## config.mk

```make
export PLATFORM = sky130hd
export DESIGN_NAME = piso_serializer_flat
export DESIGN_NICKNAME = d
export VERILOG_FILES = /design/src/rtl/piso_pkg.sv /design/src/rtl/piso_serializer_if.sv /design/src/rtl/piso_bit_counter.sv /design/src/rtl/piso_serializer.sv /design/src/flat_wrapper.sv
export SDC_FILE = /design/constraint.sdc
export NUM_CORES = 1
export LEC_CHECK = 0
export BUFFER_PORTS_ARGS = -buffer_cell sky130_fd_sc_hd__buf_4
export CAP_MARGIN = 20
export CORE_AREA = 2 2 39 41
export CTS_CLUSTER_SIZE = 40
export DETAILED_ROUTE_END_ITERATION = 10
export DIE_AREA = 0 0 41 43
export GPL_TIMING_DRIVEN = 0
export HOLD_SLACK_MARGIN = 0.08
export SLEW_MARGIN = 20
export SYNTH_ARGS = -nofsm -noshare
export SYNTH_HDL_FRONTEND = slang
export SYNTH_SLANG_ARGS = --single-unit
```

## constraint.sdc

```tcl
create_clock -name clk -period 1.15 [get_ports clk]
set_input_delay 0.23 -clock clk [delete_from_list [all_inputs] [get_ports clk]]
set_output_delay 0.23 -clock clk [all_outputs]
set_load 0.01 [all_outputs]
```

## src/rtl/piso_pkg.sv

```systemverilog
// piso_pkg
//   Shared types and helpers for the parallel-in/serial-out transmitter.
//   piso_state_t : FSM state encoding (IDLE, SHIFT)
//   ctr_width()  : bit-counter width for a given word width
package piso_pkg;

  typedef enum logic {
    IDLE  = 1'b0,
    SHIFT = 1'b1
  } piso_state_t;

  function automatic int ctr_width(input int w);
    return $clog2(w);
  endfunction

endpackage

```

## src/rtl/piso_serializer_if.sv

```systemverilog
// piso_serializer_if
//   Load handshake plus serial output bundle of the PISO transmitter.
//   load_valid / load_ready / load_data : word load handshake
//   sout / sout_valid / sout_last       : serial bit stream with framing
//   busy                                : a frame is in progress
//   Modports: master = word source / stream sink, slave = the serializer.
interface piso_serializer_if #(
  parameter int WIDTH = 4
);

  logic             load_valid;
  logic             load_ready;
  logic [WIDTH-1:0] load_data;
  logic             sout;
  logic             sout_valid;
  logic             sout_last;
  logic             busy;

  modport master (
    output load_valid,
    output load_data,
    input  load_ready,
    input  sout,
    input  sout_valid,
    input  sout_last,
    input  busy
  );

  modport slave (
    input  load_valid,
    input  load_data,
    output load_ready,
    output sout,
    output sout_valid,
    output sout_last,
    output busy
  );

endinterface

```

## src/rtl/piso_bit_counter.sv

```systemverilog
// piso_bit_counter
//   Position counter for the bit currently on the serial line.
//   clk, rst     : clock, synchronous active-high reset
//   clr          : reload to 0 (new word accepted or frame finished)
//   inc          : advance to the next bit position
//   is_last      : counter sits on the final bit (WIDTH-1)
//   next_is_last : counter sits on the bit before the final one (WIDTH-2)
module piso_bit_counter
  import piso_pkg::*;
#(
  parameter int WIDTH = 4
) (
  input  logic clk,
  input  logic rst,
  input  logic clr,
  input  logic inc,
  output logic is_last,
  output logic next_is_last
);

  localparam int CW = ctr_width(WIDTH);

  logic [CW-1:0] cnt;

  // Wrap is never used: clr is always asserted before cnt could pass WIDTH-1.
  always_ff @(posedge clk) begin
    if (rst || clr) begin
      cnt <= '0;
    end else if (inc) begin
      cnt <= cnt + 1'b1;
    end
  end

  assign is_last      = (cnt == CW'(WIDTH - 1));
  assign next_is_last = (cnt == CW'(WIDTH - 2));

endmodule

```

## src/rtl/piso_serializer.sv

```systemverilog
// piso_serializer
//   Parallel-in, serial-out transmitter. A WIDTH-bit word accepted over the
//   load handshake is shifted out one bit per clk with a per-bit valid strobe
//   and a last-bit marker. Back-to-back words are accepted during the last
//   bit, giving a gapless stream.
//   clk, rst : clock, synchronous active-high reset
//   bus      : piso_serializer_if slave (load handshake, serial outputs, busy)
//   WIDTH    : word width, 2..32
//   LSB_FIRST: 1 = bit 0 first, 0 = bit WIDTH-1 first
//
//   state | meaning
//   ------+-----------------------------------------------
//   IDLE  | line quiet, ready for a word, all outputs 0
//   SHIFT | frame on the line, sout carries one bit/cycle
module piso_serializer
  import piso_pkg::*;
#(
  parameter int WIDTH     = 4,
  parameter bit LSB_FIRST = 1'b1
) (
  input  logic                clk,
  input  logic                rst,
  piso_serializer_if.slave    bus
);

  piso_state_t      state;
  logic [WIDTH-1:0] sr;         // bits still waiting to go out after sout

  logic             accept;
  logic             frame_end;
  logic             is_last;
  logic             next_is_last;

  logic             first_bit;
  logic [WIDTH-1:0] load_rem;
  logic             next_bit;
  logic [WIDTH-1:0] shift_rem;

  // Ready during the last bit so the next word follows with no bubble.
  assign bus.load_ready = (state == IDLE) || bus.sout_last;
  assign accept         = bus.load_valid && bus.load_ready;
  assign frame_end      = (state == SHIFT) && is_last;

  // The shift register always holds the not-yet-sent bits aligned so the
  // next one to send sits at the outgoing end.
  always_comb begin
    first_bit = 1'b0;
    next_bit  = 1'b0;
    load_rem  = '0;
    shift_rem = '0;
    if (LSB_FIRST) begin
      first_bit = bus.load_data[0];
      load_rem  = bus.load_data >> 1;
      next_bit  = sr[0];
      shift_rem = sr >> 1;
    end else begin
      first_bit = bus.load_data[WIDTH-1];
      load_rem  = bus.load_data << 1;
      next_bit  = sr[WIDTH-1];
      shift_rem = sr << 1;
    end
  end

  piso_bit_counter #(
    .WIDTH (WIDTH)
  ) u_bit_counter (
    .clk          (clk),
    .rst          (rst),
    .clr          (accept || frame_end),
    .inc          ((state == SHIFT) && !is_last),
    .is_last      (is_last),
    .next_is_last (next_is_last)
  );

  always_ff @(posedge clk) begin
    if (rst) begin
      state          <= IDLE;
      sr             <= '0;
      bus.sout       <= 1'b0;
      bus.sout_valid <= 1'b0;
      bus.sout_last  <= 1'b0;
      bus.busy       <= 1'b0;
    end else if (accept) begin
      state          <= SHIFT;
      sr             <= load_rem;
      bus.sout       <= first_bit;
      bus.sout_valid <= 1'b1;
      bus.sout_last  <= 1'b0;     // WIDTH >= 2, so the first bit is never last
      bus.busy       <= 1'b1;
    end else if (state == SHIFT) begin
      if (frame_end) begin
        state          <= IDLE;
        sr             <= '0;
        bus.sout       <= 1'b0;
        bus.sout_valid <= 1'b0;
        bus.sout_last  <= 1'b0;
        bus.busy       <= 1'b0;
      end else begin
        sr             <= shift_rem;
        bus.sout       <= next_bit;
        bus.sout_valid <= 1'b1;
        bus.sout_last  <= next_is_last;
        bus.busy       <= 1'b1;
      end
    end
  end

endmodule

```

## src/flat_wrapper.sv

```systemverilog
// flat-port wrapper written by rule: the top's interface ports become plain ports
module piso_serializer_flat import piso_pkg::*;
#(
  parameter int WIDTH     = 4,
  parameter bit LSB_FIRST = 1'b1
)
  (clk, rst, bus_load_valid, bus_load_data, bus_load_ready, bus_sout, bus_sout_valid, bus_sout_last, bus_busy);
  piso_serializer_if #(.WIDTH(WIDTH)) bus_i ();
  input  logic clk;
  input  logic rst;
  input wire logic [$bits(bus_i.load_valid)-1:0] bus_load_valid;
  input wire logic [$bits(bus_i.load_data)-1:0] bus_load_data;
  output wire logic [$bits(bus_i.load_ready)-1:0] bus_load_ready;
  output wire logic [$bits(bus_i.sout)-1:0] bus_sout;
  output wire logic [$bits(bus_i.sout_valid)-1:0] bus_sout_valid;
  output wire logic [$bits(bus_i.sout_last)-1:0] bus_sout_last;
  output wire logic [$bits(bus_i.busy)-1:0] bus_busy;
  assign bus_i.load_valid = bus_load_valid;
  assign bus_i.load_data = bus_load_data;
  assign bus_load_ready = bus_i.load_ready;
  assign bus_sout = bus_i.sout;
  assign bus_sout_valid = bus_i.sout_valid;
  assign bus_sout_last = bus_i.sout_last;
  assign bus_busy = bus_i.busy;
  piso_serializer #(.WIDTH(WIDTH), .LSB_FIRST(LSB_FIRST)) u_core (.clk(clk), .rst(rst), .bus(bus_i));
endmodule
```

======== Word-level counts from Yosys, hierarchy flattened ========
Cells that the tools add are included.
Widths: inputs -> output; s select.
cells by class
  muxes and demuxes ....................... 12
  magnitude comparators ................... 0
  shifts and indexed selects .............. 0
  reductions and logical operators ........ 9
  bitwise operators ....................... 1
  add/sub/neg operators ................... 1
  div/mod/pow operators ................... 0
  $mul .................................... 0
  eq/ne operators ......................... 2
operators with widths
  kind                 count
  $mux 1               9
  $mux 3               2
  $eq 2x2->1 const B   2
  $logic_and 1x1->1    3
  $logic_or 1x1->1     3
  $add 2x1->2 const B  1
  $mux 2               1
  $reduce_bool 2->1    1
  $reduce_or 2->1      1
  $logic_not 1->1      1
  $not 1->1            1
storage, ports and cells
  bits in latches ......................... 0
  memories kept ........................... 0
  output and inout port bits .............. 5
  memory bits (read-only) ................. 0
  input port bits ......................... 7
  register bits ........................... 9
  logic and storage cells ................. 31
  memory bits (writable) .................. 0

======== Longest topological paths before layout ========
  depth after elaboration ................. 5
  depth in mapped cells ................... 5
  gate-level depth less buffers ........... 5

======== Hierarchy ========
A second synthesis with hierarchy kept.
second synthesis, totals
  cell total of the unflattened synthesis .. 55
  area total of the unflattened synthesis .. 480.5 sq um
modules (own cells, without submodules)
  module            cells an instance  instances  area an instance (sq um)  seq. area each (sq um)
  piso_serializer   46                 1          384.1                     140.1
  piso_bit_counter  9                  1          96.3                      40.0

======== Worst setup path after synthesis ========
OpenSTA, ideal clock, no wires.
  kind .................................... reg-to-reg
  start point ............................. register u_core.u_bit_counter.cnt[0]
  end point ............................... register u_core.u_bit_counter.cnt[1]
  library setup time ...................... 86 ps
  path buffers ............................ 0
  setup slack ............................. 94 ps
  period minus slack after synthesis ...... 1,056 ps
  arrival ................................. 970 ps
  data required time ...................... 1,064 ps
  stages on the path, launching flop included .. 6
  cells stage by stage .................... dfxtp_1 -> inv_1 -> ha_1 -> nor2_1 -> mux2i_1 -> a211oi_1
between the ends
  longest elaborated chain between the ends .. 4
  elaborated cells on any way between the ends .. 7
  classes of those cells .................. 1 x add/sub; 1 x eq/ne; 5 x reduce/logical
RTL lines
  item                    RTL line                RTL
  start, declared         piso_bit_counter.sv:23  logic [CW-1:0] cnt;
  start signal, assigned  piso_bit_counter.sv:30  cnt <= cnt + 1'b1;
  $eq 2x2->1              piso_bit_counter.sv:34  assign is_last = (cnt == CW'(WIDTH - 1));
  $logic_and 1x1->1       piso_serializer.sv:42   assign frame_end = (state == SHIFT) && is_last;
  $logic_or 1x1->1        piso_serializer.sv:69   .clr (accept || frame_end),
  $logic_or 1x1->1        piso_bit_counter.sv:27  if (rst || clr) begin
Parallel ways exist; a longest one is shown, timed or not.
A chain may end at the register's enable or synchronous reset.

======== Worst setup path in the final report ========
Ends and elaborated chain as after synthesis.

==> results.yml <==
clock_network:
  cts_made_buffers: 3
  root_buffer: "clkbuf_4"
  clkLatencyLatePin_ps: 270
  cts_tree: "done"
  cts_buffer_depth: 2
  hold_buffers: 0
  htree_levels: 1
  path_clk_slew_ps: 60
  cts_sinks: 9
placed_design:
  gp_congestion: 0.6945
  dpl-instance-area_um2: 559.3
  dp_hpwl_um: 646.8
  place_inst: 74
  portBuffers: 11
yosys:
  netlist_area_um2: 456.7
  yosys_warnings: 0
  synth_cell_types: 22
  ys_seq_area_share_pct: 39.45
  synth.avg_cell_area_um2: 9.717
  syn_nets: 56
  ys_seq_elements: 9
  synth_cells: 47
layout:
  fin_area_um2: 649.4
  final_layout_size_suffix_gt1_share_pct: 46.27
  final_util_pct: 46.93
  diodes: 0
  fin_cells: 83
  area_delta_synth_final_pct: 42.19
  fin_nets: 77
  fillCellCount: 136
detailed_routing:
  vias_per_cell: 4.952
  drtAntennaViolNets: 0
  routed-via-count: 411
  drt_pass1_iterations: 2
  drt-initial-drc-count: 6
  drc: 0
  totalWireLength_um: 973
  wl_per_cell_um: 11.72
power_and_ir_drop:
  ir_drop_v: 0.0004559
  power.density_nw_per_um2: 1146
  p_leak_nw: 0.2784
floorplanning:
  die_area_um2: 1763
  core_um2: 1384
  ioPinCount: 12
  die_w_um: 41
  rows: 14
  die_h_um: 43
  start_util_pct: 33.00
sta:
  worst_slew_pin_slew_ps: 421.2
  maxSlewViolCount: 0
  relSlewSlack_pct: 71.92
  period_minus_slack_ps: 1140
  setup_tns_ps: 0
  setup_violations: 0
  finalHoldViolCount: 0
  layout_worst_path_cycle_share_pct: 99.10
  skew_ps: 2.451
  fmax_ghz: 0.8774
  grt_setup_unrepaired: "true"
worst_setup_path:
  crit_fanout: 3
  crit_type: "reg2reg"
  critPathLaunchType: "register"
  cp.required_ps: 1320
  critPathCaptureType: "register"
  cp.arrival_ps: 1310
global_routing:
  grt_antenna_before_repair: 0
  met2_usage_pct: 18.13
  top_usage_layer: "met2"
  grt_usage_pct: 14.14
  grt_max_degree: 11
  grt_use_met3_pct: 3.141
  overflow: 0
  grt_pass1_vias: 386
  grt_pass1_wl_um: 1587
  use_met1_pct: 18.03
hold_path:
  hold_class: "in2reg"
job:
  maxCapViolations: 0
status:
  run_status: "completed"
[cell type report]
class	count	area (µm²)	area share, %
plain buffers	4	33.78	5.202
clock buffers	4	26.28	4.046
inverters	2	7.507	1.156
multi-input cells	32	247.7	38.15
flip-flops and latches	9	190.2	29.29
well taps	16	20.02	3.083
repair buffers	16	123.9	19.08
[placed cells by master (no fill, tap or decap)]
cell type / synthesis / final
a211oi_1: 2 / 2
a21oi_1: 4 / 4
a311oi_1: 1 / 1
a32oi_1: 2 / 2
and2b_2: 1 / 1
buf_4: 1 / 16
buf_6: 2 / 3
clkbuf_1: 1 / 2
clkbuf_4: 0 / 3
dfxtp_1: 9 / 5
dfxtp_2: 0 / 2
dfxtp_4: 0 / 2
ha_1: 2 / 1
ha_4: 0 / 1
inv_1: 2 / 1
inv_2: 0 / 1
mux2i_1: 4 / 4
nand2_1: 1 / 1
nand2_4: 1 / 1
nand2b_4: 1 / 1
nand3_1: 4 / 4
nand4b_1: 1 / 1
nor2_1: 4 / 4
nor3_1: 1 / 1
o21a_1: 1 / 1
o311ai_1: 1 / 1
or3_1: 1 / 1
[registers in the layout, summed over array words and instances (netlist names)]
signal                    cells
u_core.sr                     3
u_core.bus.sout_last          1
u_core.u_bit_counter.cnt      2
u_core.state                  1
u_core.bus.sout_valid         1
u_core.bus.sout               1
[cell usage after synthesis]
library cell	count	area [µm²]
a32oi_1	2	17.52
mux2i_1	4	40.04
inv_1	2	7.510
nand2b_4	1	13.76
a311oi_1	1	8.760
clkbuf_1	1	3.750
nand2_1	1	3.750
nor3_1	1	5.000
and2b_2	1	8.760
nor2_1	4	15.01
or3_1	1	6.260
a211oi_1	2	15.01
buf_6	2	22.52
ha_1	2	25.02
nand2_4	1	11.26
a21oi_1	4	20.02
buf_4	1	7.510
dfxtp_1	9	180.2
o311ai_1	1	8.760
nand3_1	4	20.02
o21a_1	1	7.510
nand4b_1	1	8.760
[power by group]
part | total [mW] | switching, mW | internal (mW)
clock | 0.257 | 0.122 | 0.134
combinational | 0.146 | 0.0643 | 0.0818
sequential | 0.341 | 0.0125 | 0.329
total | 0.744 | 0.199 | 0.545
[worst paths after layout]
kind	from	to	slack, ps	cells after the start
hold / removal	bus_load_data[1]	u_core.sr[0]	260	3
setup reg to reg	u_core.u_bit_counter.cnt[0]	u_core.u_bit_counter.cnt[1]	10	5
hold reg to reg	u_core.sr[2]	u_core.sr[1]	470	2
setup / recovery	u_core.u_bit_counter.cnt[0]	u_core.u_bit_counter.cnt[1]	10	5
[logic make-up (layout without fill, tap and decap cells)]
logic type                 count (synthesis)  in the layout  synth area share (%)
adders and majority gates                  2              2                 5.479
buffers and inverters                      6             26                 9.041
AOI/OAI and AO/OA                         11             11                 16.99
muxes                                      4              4                 8.767
DFF                                        9              9                 39.45
and+or+nand+nor                           15             15                 20.27
[repair_timing]
action	CTS	global route
buffers inserted	4	1
gates resized for setup	3	7
setup endpoints to repair	2	8
pin swaps	0	5
[per-layer routing]
metal / vias to the layer above / routed length (µm)
li1: 212 / -
met1: 185 / 454
met2: 9 / 440
met3: 5 / 28
met4: 0 / 49
met5: - / 0
[worst max-delay path: stages (launching register included)]
cell	delay (ps)
dfxtp_4	370
inv_2	40
ha_1	260
nor2_1	100
mux2i_1	70
a211oi_1	200
[metrics by stage]
step	hold slack, ps	total power, mW	setup WS [ps]
global route	273.6	0.7922	-57.15
CTS	257.9	0.7432	6.031
finish	259.3	0.7442	10.31
global placement	459.4	0.4774	27.75
detailed placement	463.0	0.4786	-2.520
floorplan	402.3	0.4298	94.13
Power figures use the tool's default switching activity.
